### config.mk
export PLATFORM = sky130hd
export DESIGN_NAME = pcie_egress_arbiter
export DESIGN_NICKNAME = d
export VERILOG_FILES = /design/src/rtl/egress_pkg.sv /design/src/rtl/rr_burst_fsm.sv /design/src/rtl/pcie_egress_arbiter.sv
export SDC_FILE = /design/constraint.sdc
export NUM_CORES = 1
export LEC_CHECK = 0
export ABC_AREA = 1
export CORE_MARGIN = 2
export CORE_UTILIZATION = 25
export DETAILED_ROUTE_END_ITERATION = 8
export GPL_ROUTABILITY_DRIVEN = 0
export MAX_ROUTING_LAYER = met4
export SYNTH_ARGS = -nofsm -noshare
export SYNTH_HDL_FRONTEND = slang
export SYNTH_SLANG_ARGS = --single-unit
### constraint.sdc
create_clock -name clk -period 4.3 [get_ports clk]
set_clock_uncertainty 0.05 [all_clocks]
set_input_delay 0.86 -clock clk [delete_from_list [all_inputs] [get_ports clk]]
set_output_delay 0.86 -clock clk [all_outputs]
set_load 0.02 [all_outputs]
### src/rtl/egress_pkg.sv
// Shared types and constants for the PCIe egress arbiter.
// State encoding of the round-robin burst FSM and its burst counter width.
package egress_pkg;

    // Burst counter width; covers BURST_LEN up to 15.
    localparam int unsigned BurstW = 4;

    typedef enum logic [1:0] {
        StIdle = 2'd0,
        StGnt0 = 2'd1,
        StGnt1 = 2'd2
    } arb_state_e;

endpackage

### src/rtl/rr_burst_fsm.sv
// Two-port round-robin grant FSM with a bounded burst per grant.
// Owns grant state, burst count, last-served port and the combinational pops.
module rr_burst_fsm
    import egress_pkg::*;
#(
    parameter int unsigned BurstLen = 4
) (
    input  logic clk_i,
    input  logic reset_i,
    input  logic elig0_i,
    input  logic elig1_i,
    output logic pop0_o,
    output logic pop1_o
);

    localparam logic [BurstW-1:0] BurstMax = BurstW'(BurstLen);

    arb_state_e        state_q, state_d;
    logic [BurstW-1:0] burst_q, burst_d;
    logic              last_q, last_d;
    logic [BurstW-1:0] burst_inc;
    logic              burst_done;

    assign burst_inc  = burst_q + BurstW'(1);
    // Count saturates so a long single-port stream still yields as soon as the
    // other port becomes eligible.
    assign burst_done = (burst_inc >= BurstMax);

    always_comb begin
        state_d = state_q;
        burst_d = burst_q;
        last_d  = last_q;
        pop0_o  = 1'b0;
        pop1_o  = 1'b0;
        unique case (state_q)
            StIdle: begin
                if (elig0_i && elig1_i) begin
                    state_d = last_q ? StGnt0 : StGnt1;
                end else if (elig0_i) begin
                    state_d = StGnt0;
                end else if (elig1_i) begin
                    state_d = StGnt1;
                end
            end
            StGnt0: begin
                if (elig0_i) begin
                    pop0_o = 1'b1;
                    last_d = 1'b0;
                    if (burst_done && elig1_i) begin
                        state_d = StGnt1;
                        burst_d = '0;
                    end else if (!burst_done) begin
                        burst_d = burst_inc;
                    end
                end else begin
                    burst_d = '0;
                    state_d = elig1_i ? StGnt1 : StIdle;
                end
            end
            StGnt1: begin
                if (elig1_i) begin
                    pop1_o = 1'b1;
                    last_d = 1'b1;
                    if (burst_done && elig0_i) begin
                        state_d = StGnt0;
                        burst_d = '0;
                    end else if (!burst_done) begin
                        burst_d = burst_inc;
                    end
                end else begin
                    burst_d = '0;
                    state_d = elig0_i ? StGnt0 : StIdle;
                end
            end
            default: state_d = StIdle;
        endcase
        if (reset_i) begin
            pop0_o = 1'b0;
            pop1_o = 1'b0;
        end
    end

    always_ff @(posedge clk_i) begin
        if (reset_i) begin
            state_q <= StIdle;
            burst_q <= '0;
            last_q  <= 1'b1;
        end else begin
            state_q <= state_d;
            burst_q <= burst_d;
            last_q  <= last_d;
        end
    end

endmodule

### src/rtl/pcie_egress_arbiter.sv
// Merges the two show-ahead class FIFOs of device3 onto one link, with
// round-robin bursts, back-pressure, error masking and per-port word counters.
module pcie_egress_arbiter
    import egress_pkg::*;
#(
    parameter int unsigned MAIN_SIZE = 8,
    parameter int unsigned BURST_LEN = 4,
    parameter int unsigned COUNT_W   = 16
) (
    input  logic                 clk,
    input  logic                 reset,
    input  logic [MAIN_SIZE-1:0] in0,
    input  logic [MAIN_SIZE-1:0] in1,
    input  logic                 empty0,
    input  logic                 empty1,
    input  logic                 Error0,
    input  logic                 Error1,
    input  logic                 almost_full_down,
    output logic                 pop0,
    output logic                 pop1,
    output logic [MAIN_SIZE-1:0] data_out,
    output logic                 valid_out,
    output logic                 src_out,
    output logic [1:0]           err_seen,
    output logic [COUNT_W-1:0]   cnt0,
    output logic [COUNT_W-1:0]   cnt1
);

    logic elig0, elig1;

    assign elig0 = !empty0 && !Error0 && !almost_full_down;
    assign elig1 = !empty1 && !Error1 && !almost_full_down;

    rr_burst_fsm #(
        .BurstLen(BURST_LEN)
    ) u_fsm (
        .clk_i  (clk),
        .reset_i(reset),
        .elig0_i(elig0),
        .elig1_i(elig1),
        .pop0_o (pop0),
        .pop1_o (pop1)
    );

    always_ff @(posedge clk) begin
        if (reset) begin
            data_out  <= '0;
            valid_out <= 1'b0;
            src_out   <= 1'b0;
            err_seen  <= '0;
            cnt0      <= '0;
            cnt1      <= '0;
        end else begin
            valid_out <= pop0 | pop1;
            if (pop0) begin
                data_out <= in0;
                src_out  <= 1'b0;
                cnt0     <= cnt0 + COUNT_W'(1);
            end else if (pop1) begin
                data_out <= in1;
                src_out  <= 1'b1;
                cnt1     <= cnt1 + COUNT_W'(1);
            end
            err_seen <= err_seen | {Error1, Error0};
        end
    end

endmodule

==> impl_metrics.toml <==
[synth]
ys_seq_elements = 51
async_flop_share_pct = 0
yosysTopAreaCell = "dfxtp_1"
synth_top_area_share_pct = 38.8
syn-num-nets = 414
ys_seq_area_share_pct = 38.8
postSynthAreaPerCell_um2 = 6.86
synth.area.top_cells = "dfxtp_1, nand2_1, nor2_1, nand3_1, inv_1"
synth-edff-count = 0
yosysWarningCount = 0
syn-cell-area_mm2 = 0.00263
synth_cells = 384
synth-main-ff-cell = "dfxtp_1"
synth_cell_types = 30

[critical_path]
cp.arrival_ps = 2580
critPathBufInv = 3
critPathTopFamily = "buffers and inverters"
crit_fanout = 14
worstSetupPathType = "input port to output pin"
required_ps = 3390
crit_chain = "clkdlybuf4s50_1, nor2_2, nand2_2, nor2_4, nand2_2, clkinv_2, clkdlybuf4s50_1"
slowest_delay_ps = 640
critPathCaptureType = "output pin"
cp_slowest_cell = "clkdlybuf4s50_1"
critPathLaunchType = "input port"
r2r_slack_ps = 2100

[placement]
hpwl_um = 5080
dp_slack_ps = 804
placed_cell_area_mm2 = 0.00344
port_buffers = 68

[route]
vias_per_cell = 4.51
first_iter_violations = 97
post_drt_wl_per_cell_um = 11.5
route.detailed.drc = 0
drt_wl_total_um = 6790
vias = 2654
drtAntennaViolNets = 0
dr.pass1.iters = 4

[global_routing]
grt_pass1_wl_um = 11100
grt_pass1_vias = 2492
gr-total-overflow = 0
antenna_found_initial = 0
grt_max_degree = 28
grtUsageTotal_pct = 12.1

[pwr]
p_switching_uw = 303
pwr-share-comb_pct = 21.6
p_clk_share_pct = 28.1
p_seq_share_pct = 50.3
p_sw_share_pct = 29.9
p_total_uw = 1010
peakVddDrop_mv = 0.148
power_density_mw_per_mm2 = 286
internal-power_uw = 709
p_leak_uw = 0.00130

[clocking]
postCtsHoldBufs = 0
clk_latency_ps = 300
ctsRootBufferMaster = "clkbuf_8"
ctsLongestPathBuffers = 2
numCtsBuffers = 5
htreeDepth = 2
post_cts_resized = 0
clock_sinks = 51
cts_setup_buffers = 0
cts_tree = "yes"
clk_pin_slew_ps = 90

[sta]
tns_ps = 0
worst_slack_ps = 807
slew_violations = 0
min_period_over_period_pct = 81.2
rsz0062_at_grt = "no"
setup_violations = 0
max_slew.worst_pin.slew_ps = 404
maxSlewHeadroom_pct = 73.0
max_freq_mhz = 286
fin_crit_ps = 3490
hold_viol = 0

[floorplan]
die_y_um = 107
dieArea_mm2 = 0.0114
fp.dieW_um = 107
rows = 37
core_mm2 = 0.0103
ios = 69
initial_utilization_pct = 25.6

[final_layout]
seq_area_mm2 = 0.00102
finish.utilization_pct = 34.4
finalInstanceArea_mm2 = 0.00353
syn2layout_area_growth_pct = 34.2
drive_gt1_share_pct = 5.96
final_net_count = 483
multi_input_area_mm2 = 0.00138
antenna_cells = 0
n_fill_cell = 1130

[status]
outcome = "complete, no violations"

[run]
drv_cap = 0

[worst_hold_path]
hp-class = "register to register"
==> cell type report <==
cell class | instances | share of cell area, %
Multi-Input combinational cell | 281 | 39.2
Sequential cell | 51 | 28.9
Timing Repair Buffer | 72 | 20.1
Tap cell | 136 | 4.82
Inverter | 42 | 4.50
Clock buffer | 6 | 2.34
Clock inverter | 1 | 0.142
==> through the flow <==
step,hold WS [ps],cells
after floorplan,388,384
after global placement,403,582
after detailed placement,400,582
after CTS,414,589
after global routing,442,589
final,412,589
==> flip-flops by register name, summed over array words and instances, names as in the netlist <==
signal	flops
cnt0	16
cnt1	16
data_out	8
err_seen	2
src_out	1
u_fsm.burst_q	4
u_fsm.last_q	1
u_fsm.state_q	2
valid_out	1
==> routing by layer <==
metal	GRT usage (%)	part of all wire (%)
met5	-	0
met4	2.78	0.62
met3	2.67	5.1
met2	20.6	46
met1	14.8	48
==> Yosys cell counts (2+ instances only) <==
| cell | count |
|---|---|
| nand2_1 | 101 |
| inv_1 | 39 |
| a31oi_1 | 7 |
| o21ai_1 | 2 |
| nor3_1 | 11 |
| nor3_4 | 2 |
| nor2_1 | 50 |
| nand4_1 | 5 |
| nand3_1 | 33 |
| dfxtp_1 | 51 |
| buf_6 | 3 |
| nor3_2 | 2 |
| xor2_1 | 8 |
| a21oi_1 | 23 |
| nor2_2 | 3 |
| o21ai_0 | 16 |
| buf_4 | 2 |
| nand2_2 | 4 |
| inv_2 | 2 |
| ha_1 | 7 |
| clkbuf_1 | 3 |
| xnor2_1 | 2 |
==> final timing paths <==
check,start,to,cells past startpoint
setup reg to reg,u_fsm.state_q[1],cnt1[5],11
hold reg to reg,u_fsm.burst_q[3],u_fsm.burst_q[3],2
hold / removal,u_fsm.burst_q[3],u_fsm.burst_q[3],2
setup / recovery,almost_full_down,pop0,7
==> cell families after synthesis <==
logic type	synth area share, %
AO/OA/AOI/OAI	9.74
AND/OR/NAND/NOR	36.2
flip-flops	38.8
XOR/XNOR	3.33
adder cells (fa/ha/maj)	3.33
buffers and inverters	8.65
==> placed cells by master, fill, tap and decap left out, types with 2 or more instances in the layout <==
| master | n |
|---|---|
| nand2_1 | 101 |
| inv_1 | 39 |
| inv_2 | 2 |
| nand3_1 | 33 |
| nand4_1 | 5 |
| clkinv_2 | 2 |
| buf_4 | 4 |
| nor2_1 | 50 |
| a21oi_1 | 23 |
| a31oi_1 | 7 |
| nor3_2 | 2 |
| clkbuf_8 | 6 |
| nor3_4 | 2 |
| o21ai_0 | 16 |
| dfxtp_1 | 51 |
| xor2_1 | 8 |
| nor3_1 | 11 |
| xnor2_1 | 2 |
| o21ai_1 | 2 |
| ha_1 | 7 |
| nand2_2 | 4 |
| nor2_2 | 3 |
| clkdlybuf4s50_1 | 68 |
==> power by group through the flow <==
stage | sequential [uW] | combinational [uW] | clock [uW]
floorplan | 527 | 141 | 0
global placement | 519 | 217 | 0
detailed placement | 520 | 219 | 0
CTS | 510 | 221 | 301
global route | 513 | 249 | 313
finish | 509 | 219 | 284
==> worst reg2reg max path: stages, from the launching register on <==
cell and delay [ps]:
dfxtp_1 370, inv_1 80, ha_1 210, inv_1 130, nor2_4 70, nand2_2 70
buf_4 260, nand2_2 250, inv_2 240, nand2_1 120, o21ai_0 170, a21oi_1 60
(Power assumes the default switching activity.)
